<file path="src/rtl/mac_pkg.sv">
// mac_pkg: shared widths, product/accumulator types and saturation bounds for the MAC stage
package mac_pkg;
  localparam int DEF_IN_W  = 32;
  localparam int DEF_ACC_W = 40;
  localparam int DEF_CNT_W = 8;
  typedef logic signed [DEF_IN_W-1:0]  prod_t;
  typedef logic signed [DEF_ACC_W-1:0] acc_t;
  function automatic logic [63:0] sat_max(input int w);
    return (64'd1 << (w - 1)) - 64'd1;
  endfunction
  function automatic logic [63:0] sat_min(input int w);
    return ~sat_max(w);
  endfunction
endpackage

</file>
<file path="src/rtl/mac_sat_add.sv">
// mac_sat_add: signed accumulator plus sign-extended product, with overflow flag and optional clamp
import mac_pkg::*;
module mac_sat_add #(
  parameter int IN_W  = DEF_IN_W,
  parameter int ACC_W = DEF_ACC_W,
  parameter bit SAT   = 1'b1
) (
  input  logic [ACC_W-1:0] base,
  input  logic [IN_W-1:0]  prod,
  output logic [ACC_W-1:0] sum,
  output logic             ovf
);
  logic [ACC_W-1:0] ext, raw;
  assign ext = {{(ACC_W-IN_W){prod[IN_W-1]}}, prod};
  assign raw = base + ext;
  assign ovf = (base[ACC_W-1] == prod[IN_W-1]) && (raw[ACC_W-1] != base[ACC_W-1]);
  // Overflow can only go toward the shared operand sign, so base's sign picks the rail
  assign sum = (SAT && ovf) ? (base[ACC_W-1] ? ACC_W'(sat_min(ACC_W)) : ACC_W'(sat_max(ACC_W))) : raw;
endmodule

</file>
<file path="src/rtl/mac_accum_stage.sv">
// mac_accum_stage: final carry-propagate add of multiplier tree outputs, then grouped
// accumulation with count and sticky overflow, emitted per group over valid/ready
import mac_pkg::*;
module mac_accum_stage #(
  parameter int IN_W  = DEF_IN_W,
  parameter int ACC_W = DEF_ACC_W,
  parameter bit SAT   = 1'b1,
  parameter int CNT_W = DEF_CNT_W
) (
  input  logic             clk,
  input  logic             rst_n,
  input  logic [IN_W-1:0]  sum_i,
  input  logic [IN_W-1:0]  carry_i,
  input  logic             in_last,
  input  logic             in_valid,
  output logic             in_ready,
  input  logic             acc_clr,
  output logic [ACC_W-1:0] out_data,
  output logic [CNT_W-1:0] out_cnt,
  output logic             out_ovf,
  output logic             out_valid,
  input  logic             out_ready
);
  logic             s1_valid, s1_last, s1_adv, accept;
  logic [IN_W-1:0]  s1_prod;
  logic [ACC_W-1:0] acc, base, acc_nx;
  logic [CNT_W-1:0] cnt, cnt_b, cnt_nx;
  logic             ovf, add_ovf, ovf_nx;
  assign s1_adv   = s1_valid && (!s1_last || !out_valid || out_ready);
  assign in_ready = !s1_valid || s1_adv;
  assign accept   = in_valid && in_ready;
  assign base     = acc_clr ? '0 : acc;
  assign cnt_b    = acc_clr ? '0 : cnt;
  assign cnt_nx   = &cnt_b ? cnt_b : cnt_b + CNT_W'(1);
  assign ovf_nx   = (!acc_clr && ovf) || add_ovf;
  mac_sat_add #(.IN_W(IN_W), .ACC_W(ACC_W), .SAT(SAT)) u_add (
    .base(base),
    .prod(s1_prod),
    .sum (acc_nx),
    .ovf (add_ovf)
  );
  always_ff @(posedge clk) begin
    if (!rst_n) begin
      s1_valid  <= 1'b0;
      s1_last   <= 1'b0;
      s1_prod   <= '0;
      acc       <= '0;
      cnt       <= '0;
      ovf       <= 1'b0;
      out_valid <= 1'b0;
      out_data  <= '0;
      out_cnt   <= '0;
      out_ovf   <= 1'b0;
    end else begin
      if (accept) begin
        s1_prod <= sum_i + carry_i;
        s1_last <= in_last;
      end
      s1_valid <= accept || (s1_valid && !s1_adv);
      if (s1_adv && s1_last) begin
        out_data  <= acc_nx;
        out_cnt   <= cnt_nx;
        out_ovf   <= ovf_nx;
        out_valid <= 1'b1;
      end else if (out_ready) begin
        out_valid <= 1'b0;
      end
      if (s1_adv && !s1_last) begin
        acc <= acc_nx;
        cnt <= cnt_nx;
        ovf <= ovf_nx;
      end else if (s1_adv || acc_clr) begin
        acc <= '0;
        cnt <= '0;
        ovf <= 1'b0;
      end
    end
  end
endmodule
</file>
<file path="config.mk">
export PLATFORM = sky130hd
export DESIGN_NAME = mac_accum_stage
export DESIGN_NICKNAME = d
export VERILOG_FILES = /design/src/rtl/mac_pkg.sv /design/src/rtl/mac_sat_add.sv /design/src/rtl/mac_accum_stage.sv
export SDC_FILE = /design/constraint.sdc
export NUM_CORES = 1
export LEC_CHECK = 0
export ABC_AREA = 1
export ABC_CLOCK_PERIOD_IN_PS = 3000
export CORE_MARGIN = 5
export CORE_UTILIZATION = 50
export CTS_BUF_LIST = sky130_fd_sc_hd__clkbuf_2
export CTS_CLUSTER_DIAMETER = 50
export CTS_CLUSTER_SIZE = 10
export DETAILED_ROUTE_END_ITERATION = 7
export PLACE_DENSITY = 0.72
export SETUP_SLACK_MARGIN = 0.05
export SLEW_MARGIN = 20
export SYNTH_ARGS = -nofsm -noshare
export SYNTH_HDL_FRONTEND = slang
export SYNTH_SLANG_ARGS = --single-unit
</file>
<file path="constraint.sdc">
create_clock -name clk -period 3 [get_ports clk]
set_input_delay 0.3 -clock clk [delete_from_list [all_inputs] [get_ports clk]]
set_output_delay 0.3 -clock clk [all_outputs]
set_load 0.005 [all_outputs]
</file>
After elaboration in Yosys (flattened, before gate mapping)
Cells that the tools add are included.
{ "totals": {"ff_bits": 133, "latch_bits": 0, "ram_bits": 0, "romBits": 0, "input_bits": 70, "out_inout_bits": 51, "wordCells": 49, "memories": 0} }
{ "op_classes": {"addsub": 3, "multipliers": 0, "div_mod_pow": 0, "order_cmp": 0, "eq_ne": 2, "n_shift": 0, "n_mux": 13, "bitwise_logic": 0, "reduce_logical": 21} }
{ "ops": {"columns": ["op", "n"], "rows": [
  ["$mux W40", 5],
  ["$add A40 B40 Y40", 1],
  ["$add A32 B32 Y32", 1],
  ["$mux W8", 4],
  ["$add A8 B1 Y8 const B", 1],
  ["$reduce_and A8 Y1", 1],
  ["$logic_and A1 B1 Y1", 7],
  ["$logic_or A1 B1 Y1", 6],
  ["$logic_not A1 Y1", 5],
  ["$mux W1", 4],
  ["$reduce_bool A2 Y1", 2],
  ["$eq A1 B1 Y1", 1],
  ["$ne A1 B1 Y1", 1]
]} }

Longest topological paths before layout
Gate-level depths: netlist (run 1).
{ "depth": {"ltp_word": 7, "ltp_mapped": 19, "mapped_depth_nobuf": 18} }

By module
From an unflattened synthesis (run 1), not the netlist that was laid out.
{ "hier_totals": {"cells_unflattened": 1948, "hier_area_um2": 11204.5} }
{ "by_module_without_submodules": {"columns": ["module", "n_inst", "cells_per_inst", "area_each_um2", "seq_area_each_um2"], "rows": [
  ["mac_accum_stage", 1, 1241, 7747.4, 2662.6],
  ["mac_sat_add", 1, 707, 3457.1, 0.0]
]} }

Worst setup path after synthesis (run 1)
Ideal clock, no wire load.
{ "synth_timing": {"path_kind": "input to register", "start": "input acc_clr", "end": "register out_data[13]", "setup_time_ns": 0.114, "t_arrival_ns": 2.520, "required_ns": 2.886, "setup_slack_ns": 0.366, "cell_stages": 17, "n_path_buf": 3, "cell_sequence": "clkbuf_1 > buf_1 > nor2_1 > ha_1 > nand2_1 > inv_1 > a21oi_1 > nand2_2 > nand2_1 > nand3_2 > nand2_2 > nand3_4 > inv_4 > buf_6 > o21ai_2 > o21bai_1 > inv_1"} }
{ "synth_via": {"elab_chain_len": 5, "word_cells_on_any_way": 7, "cone_classes": "add/sub: 1; eq/ne: 2; mux: 3; reduce/logical: 1"} }
{ "synth_rtl": {"columns": ["element", "line_no", "rtl"], "rows": [
  ["from (decl)", "mac_accum_stage.sv:17", "input logic acc_clr,"],
  ["$mux W40 *", "mac_accum_stage.sv:32", "assign base = acc_clr ? '0 : acc;"],
  ["$add A40 B40 Y40", "mac_sat_add.sv:15", "assign raw = base + ext;"],
  ["$ne A1 B1 Y1", "mac_sat_add.sv:16", "assign ovf = (base[ACC_W-1] == prod[IN_W-1]) && (raw[ACC_W-1] != base[ACC_W-1]);"],
  ["$logic_and A1 B1 Y1", "mac_sat_add.sv:16", null],
  ["$mux W40 *", "mac_sat_add.sv:18", "assign sum = (SAT && ovf) ? (base[ACC_W-1] ? ACC_W'(sat_min(ACC_W)) : ACC_W'(sat_max(ACC_W))) : raw;"],
  ["to (signal assigned)", "mac_accum_stage.sv:61", "out_data <= acc_nx;"],
  ["to (decl)", "mac_accum_stage.sv:18", "output logic [ACC_W-1:0] out_data,"]
]} }
Mark *: on every way between the ends. The rest lies on a longest branch, timed or not.
A chain may end at the register's enable or synchronous reset.

Worst setup path in the final report (run 1)
{ "layout_timing": {"start": "register s1_prod[31]", "end": "register out_data[23]"} }
{ "layout_via": {"elab_chain_len": 4, "word_cells_on_any_way": 5, "cone_classes": "add/sub: 1; eq/ne: 2; mux: 1; reduce/logical: 1"} }
{ "layout_rtl": {"columns": ["element", "line_no", "rtl"], "rows": [
  ["from (decl)", "mac_accum_stage.sv:25", "logic [IN_W-1:0] s1_prod;"],
  ["from (signal assigned)", "mac_accum_stage.sv:56", "s1_prod <= sum_i + carry_i;"],
  ["$add A40 B40 Y40", "mac_sat_add.sv:15", null],
  ["$ne A1 B1 Y1", "mac_sat_add.sv:16", null],
  ["$logic_and A1 B1 Y1 *", "mac_sat_add.sv:16", null],
  ["$mux W40 *", "mac_sat_add.sv:18", null]
]} }
Marked as above.

==> results.json, run 1 <==
{
  "synth-edff-count": 0,
  "grt_max_degree": 58,
  "cp-start-kind": "register",
  "min_period_over_period": 0.8851,
  "p_sw_frac": 0.3609,
  "rows": 53,
  "cts_hold_buf": 0,
  "yosysUniqueCellTypes": 44,
  "outcome": "finished, final reports clean",
  "via_per_inst": 5.136,
  "final-seq-area_um2": 2663,
  "fill_cells": 2171,
  "die_area_um2": 24500,
  "drtAntennaViolNets": 0,
  "syn_area_um2": 10740,
  "cts_resized": 0,
  "dr.pass1.iters": 7,
  "port_buffers": 120,
  "gp_congestion": 1.002,
  "timing.rr.start": "s1_prod[31]",
  "reg2reg_slack_ns": 0.34,
  "cts.sink_count": 133,
  "synth_xor_xnor_area_share": 0.03997,
  "grt_pass1_wl_um": 55000,
  "multiInputGateArea_um2": 6710,
  "ys_ff_latch": 133,
  "grt_pass1_vias": 10833,
  "ys_warn_count": 0,
  "worstSetupPathType": "reg2reg",
  "cts_htree_levels": 4,
  "r2r_end": "out_data[23]",
  "drive_above_1_share": 0.06043,
  "grtUsageTotal": 0.2805,
  "drc_errors": 0,
  "synthCells": 1771,
  "cellInternalPower_w": 0.002744,
  "max_slew_margin": 0.4420,
  "cts.root.buffer_cell": "clkbuf_2",
  "overflow": 0,
  "synthToLayoutAreaGrowth_pct": 17.35,
  "core-area_um2": 21090,
  "wl_um": 34480,
  "cts.clk_slew.worst_paths_ns": 0.24,
  "min_path_type": "in2reg",
  "synthAdderAreaFrac": 0.08647,
  "synth_top_family_by_area": "simple AND/OR/NAND/NOR gates",
  "min_path_cells": 3,
  "insertion_delay_ns": 0.73,
  "fin_worst_skew_ns": 0.06537,
  "vdd_drop_max_mv": 0.1971,
  "setup_viol": 0,
  "leakage_nw": 6.560,
  "die_y_um": 156.5,
  "critPathMaxStageDelay_ns": 0.58,
  "cp-end-kind": "register",
  "synthFlopType": "dfxtp_1",
  "yosys-mux-area-fraction": 0,
  "final_cell_mix": "502 x nand2_1, 300 x inv_1, 195 x nor2_1, 133 x dfxtp_1, 122 x a21oi_1",
  "required_ns": 3.63,
  "synth_area_per_cell_um2": 6.062,
  "p_per_area_nw_per_um2": 340.8,
  "synthArstFlopShare": 0,
  "power_switching_w": 0.001550,
  "grt_setup_unrepaired": "false",
  "synthSimpleGateAreaFrac": 0.3134,
  "cpMostUsedCell": "nand2_1",
  "cts_tree": "yes",
  "hold_violations": 0,
  "initial_utilization": 0.5091,
  "mostFrequentLayoutCell": "nand2_1",
  "worstHoldStart": "in_valid",
  "maxCapViolations": 0,
  "post_cts_buffers": 0,
  "synth-seq-area-share": 0.2480,
  "worstHoldEndpoint": "s1_valid",
  "synth_compound_area_frac": 0.1838,
  "io_pins": 121,
  "fin_crit_ns": 2.655,
  "cp_slowest_cell": "dfxtp_1",
  "setup_tns_ns": 0,
  "place_area_um2": 12350,
  "drv_slew": 0,
  "pwr-share-comb": 0.276,
  "arrival_ns": 3.28,
  "clockPowerShare": 0.274,
  "crit_chain": "ha_1, inv_1, o21ai_0, o21ai_0, nand2_1, a21oi_2, nand2_1, nand2_2, buf_4, nand2_1, o21bai_1, inv_1",
  "final_util": 0.5975,
  "grt_antenna_before_repair": 1,
  "worst_pin_slew_ns": 0.8358,
  "numCtsBuffers": 17,
  "fmax_mhz": 376.6,
  "drt-initial-drc-count": 751,
  "r2r_cells": 12,
  "fin_nets": 2033,
  "die_x_um": 156.5,
  "routedWlPerCell_um": 15.82,
  "finish.instance_area_um2": 12600,
  "clockBufferDepth": 2,
  "worst-path-max-fanout": 20,
  "dp_hpwl_um": 27570,
  "synthesis.nets": 1914,
  "pwr-share-seq": 0.449,
  "route.vias.total": 11191
}
## layout make-up
type,instances,area share
multi-input cells,1282,0.5326
flip-flops and latches,133,0.2113
repair buffers,152,0.1186
inverters,304,0.09076
well taps,275,0.02731
clock inverters,13,0.01172
clock buffers,19,0.007547
diodes,1,0.0001986
## power by group through the flow
| stage | Sequential, W | Combinational [W] | Clock (W) |
|---|---|---|---|
| final | 0.00193 | 0.00119 | 0.00118 |
| after floorplan | 0.00193 | 0.000749 | 0 |
| after detailed placement | 0.00196 | 0.00118 | 0 |
| after CTS | 0.00193 | 0.00118 | 0.00119 |
| after global routing | 0.00194 | 0.00132 | 0.00127 |
| after global placement | 0.00196 | 0.00117 | 0 |
## flip-flops by register name, indices dropped and copies added (netlist names)
signal / cells
out_cnt: 8
cnt: 8
s1_prod: 32
out_ovf: 1
out_data: 40
s1_last: 1
acc: 40
s1_valid: 1
out_valid: 1
ovf: 1
## cells by family (layout without fill, tap and decap cells)
group | after synthesis | in the layout
AOI/OAI and AO/OA | 336 | 336
and+or+nand+nor | 824 | 824
other | 0 | 1
xor gates and xnor gates | 49 | 49
DFF | 133 | 133
adders and majority gates | 73 | 73
buffers and inverters | 356 | 488
## worst max path at each step
stage / startpoint / to / slack [ns] / depth (start not counted)
CTS: s1_prod[31] / out_data[23] / 0.38 / 12
global route: s1_prod[31] / out_data[25] / 0.13 / 12
global placement: carry_i[0] / s1_prod[22] / 0.15 / 11
finish: s1_prod[31] / out_data[23] / 0.34 / 12
floorplan: acc_clr / out_data[13] / 0.37 / 17
detailed placement: acc_clr / out_data[23] / 0.16 / 17
## layer usage
metal | share of wire | GRT usage
met1 | 0.46 | 0.3758
met2 | 0.47 | 0.4744
met3 | 0.052 | 0.03844
met4 | 0.024 | 0.07645
met5 | 0 | 0
## worst max-delay path: cells and delay by family (launching register included)
kind,cells,cell delay (ns)
buf+inv,3,0.41
simple gates,4,0.53
compound gates,4,0.71
flops,1,0.58
fa+ha+maj,1,0.34
## stage by stage
stage | power [W] | hold WS, ns | cells | setup slack [ns]
after floorplan | 0.002681 | 0.4340 | 1771 | 0.3659
after global placement | 0.003133 | 0.4514 | 2146 | 0.1546
after detailed placement | 0.003137 | 0.4582 | 2146 | 0.1565
after CTS | 0.004307 | 0.1072 | 2178 | 0.3783
after global routing | 0.004536 | 0.1148 | 2179 | 0.1328
final | 0.004294 | 0.1503 | 2179 | 0.3446
## synthesized netlist by cell type, types with 2 or more instances
master	instances	share of area
nor2_1	197	0.069
o21ai_0	106	0.049
nand2_2	8	0.0047
o21bai_1	57	0.040
a21oi_1	122	0.057
buf_2	5	0.0023
nand3_1	66	0.031
nor3_1	14	0.0065
nand4_1	14	0.0082
a31oi_1	3	0.0017
nand3b_1	9	0.0063
clkbuf_1	40	0.014
fa_1	2	0.0037
o21ai_2	15	0.012
nand3_2	2	0.0019
a21o_1	8	0.0056
or2_1	2	0.0012
buf_6	3	0.0031
xnor2_1	25	0.020
nand2_1	502	0.18
nor2_4	3	0.0031
xor2_1	24	0.020
o21a_1	3	0.0021
buf_4	3	0.0021
dfxtp_1	133	0.25
nor2_2	2	0.0012
inv_1	301	0.11
a21oi_2	11	0.0090
o21ai_1	5	0.0023
a21boi_0	2	0.0014
ha_1	71	0.083
(Power assumes the default switching activity.)
==> run 2: changes to the inputs <==
Settings changed: CTS_BUF_LIST sky130_fd_sc_hd__clkbuf_2 to sky130_fd_sc_hd__clkbuf_16, CTS_CLUSTER_DIAMETER 50 to 200.
==> run 2 against run 1 <==
Effect of this change: hold slack better by 0.32 ns; clock power is 79% higher; critical path type unchanged; largest power group is now the clock network; flip-flop and latch count stayed put; fmax is 1.5% higher.
==> results.json, run 2 (same netlist as run 1, synthesis figures left out) <==
{
  "clockPowerShare": 0.404,
  "final_cell_mix": "502 x nand2_1, 302 x inv_1, 195 x nor2_1, 133 x dfxtp_1, 122 x a21oi_1",
  "cp-start-kind": "register",
  "hold_violations": 0,
  "rows": 53,
  "worstHoldStart": "acc[18]",
  "p_per_area_nw_per_um2": 403.9,
  "fmax_mhz": 382.1,
  "drv_slew": 0,
  "cts_htree_levels": 4,
  "routedWlPerCell_um": 16.02,
  "worstSetupPathType": "reg2reg",
  "numCtsBuffers": 17,
  "final-seq-area_um2": 2663,
  "cts.clk_slew.worst_paths_ns": 0.06,
  "insertion_delay_ns": 0.42,
  "fin_crit_ns": 2.617,
  "fill_cells": 2100,
  "setup_viol": 0,
  "power_switching_w": 0.001656,
  "wl_met1_um": 16060,
  "min_path_type": "reg2reg",
  "cts_hold_buf": 0,
  "fin_nets": 2033,
  "max_slew_margin": 0.4403,
  "wl_met2_um": 16390,
  "core-area_um2": 21090,
  "arrival_ns": 2.93,
  "via_per_inst": 5.157,
  "dr.pass1.iters": 5,
  "cts_tree": "yes",
  "grt_pass1_wl_um": 55590,
  "cts.root.buffer_cell": "clkbuf_16",
  "grt_max_degree": 58,
  "wl_um": 34890,
  "post_cts_buffers": 0,
  "worst_pin_slew_ns": 0.8383,
  "port_buffers": 120,
  "min_period_over_period": 0.8723,
  "min_path_cells": 2,
  "cp-end-kind": "register",
  "overflow": 0,
  "largest_registers": "acc x40, out_data x40, s1_prod x32",
  "dr_wl_met3_um": 1613,
  "drc_errors": 0,
  "clockBufferDepth": 2,
  "die_y_um": 156.5,
  "outcome": "finished, final reports clean",
  "drive_above_1_share": 0.05938,
  "reg2reg_slack_ns": 0.38,
  "initial_utilization": 0.5091,
  "cts_resized": 0,
  "vdd_drop_max_mv": 0.3214,
  "dp.cells": 2146,
  "cellInternalPower_w": 0.003568,
  "worstHoldEndpoint": "acc[18]",
  "r2r_end": "out_data[21]",
  "maxCapViolations": 0,
  "r2r_cells": 12,
  "timing.rr.start": "s1_prod[31]",
  "diodes": 0,
  "required_ns": 3.31,
  "pwr-share-seq": 0.369,
  "grt_antenna_before_repair": 0,
  "pwr-share-comb": 0.228,
  "layoutNonFillerInstCount": 2178,
  "cts.sink_count": 133,
  "multiInputGateArea_um2": 6710,
  "setup_tns_ns": 0,
  "io_pins": 121,
  "dp_hpwl_um": 27570,
  "route.vias.total": 11231,
  "die_area_um2": 24500,
  "grt_setup_unrepaired": "false",
  "highest_layer": "met4",
  "grtUsageTotal": 0.2832,
  "fin_worst_skew_ns": 0.01275,
  "die_x_um": 156.5,
  "drt-initial-drc-count": 772,
  "worst-path-max-fanout": 20,
  "drtAntennaViolNets": 0,
  "p_sw_frac": 0.3170,
  "leakage_nw": 6.701,
  "grt_pass1_vias": 10916,
  "gp_congestion": 1.002,
  "mostFrequentLayoutCell": "nand2_1",
  "synthToLayoutAreaGrowth_pct": 20.48
}
-- run 2: layout make-up --
type                    instances  area share
well taps                     275     0.02660
repair buffers                152      0.1155
inverters                     304     0.08841
flip-flops and latches        133      0.2058
multi-input cells            1282      0.5188
clock buffers                  17     0.03289
clock inverters                15     0.01199
-- run 2: worst max-delay path by stage --
stage,start,end,slack (ns),cells after the start
4_1_cts,s1_prod[31],out_data[23],0.40,12
5_1_grt,s1_prod[31],out_data[25],0.17,12
6_report,s1_prod[31],out_data[21],0.38,12
3_3_place_gp,carry_i[0],s1_prod[22],0.15,11
3_5_place_dp,acc_clr,out_data[23],0.16,17
2_1_floorplan,acc_clr,out_data[13],0.37,17
-- run 2: power groups by stage --
stage	clock network, W	logic (W)	registers [W]
floorplan	0	0.000749	0.00193
global placement	0	0.00117	0.00196
detailed placement	0	0.00118	0.00196
CTS	0.00214	0.00119	0.00192
global route	0.00221	0.00132	0.00193
finish	0.00211	0.00119	0.00193
-- run 2: routing by layer --
metal / up-vias / track usage
met1: 5103 / 0.3775
li1: 5795 / -
met5: - / 0
met4: 0 / 0.08140
met3: 51 / 0.03346
met2: 282 / 0.4832
-- run 2: critical path, stage by stage (launching register included) --
cell	delay [ns]
dfxtp_1	0.52
ha_1	0.33
inv_1	0.10
o21ai_0	0.18
o21ai_0	0.20
nand2_1	0.10
a21oi_2	0.18
nand2_1	0.16
nand2_2	0.14
buf_4	0.26
nand2_1	0.11
o21bai_1	0.16
inv_1	0.06
-- run 2: stage by stage --
stage | setup WS [ns] | power (W) | hold slack [ns] | cell area (um^2) | util
3_5_place_dp | 0.1565 | 0.003137 | 0.4582 | 12350 | 0.5859
3_3_place_gp | 0.1546 | 0.003133 | 0.4514 | 12350 | 0.5859
6_report | 0.3830 | 0.005224 | 0.4659 | 12930 | 0.6134
5_1_grt | 0.1738 | 0.005470 | 0.4853 | 12930 | 0.6134
2_1_floorplan | 0.3659 | 0.002681 | 0.4340 | 10740 | -
4_1_cts | 0.3997 | 0.005247 | 0.4672 | 12930 | 0.6134
==> run 3: changes to the inputs <==
Settings changed: ABC_CLOCK_PERIOD_IN_PS 3000 to not set.
==> results of run 3 <==
No change in the layout: final DEF, timing and power equal those of run 2.
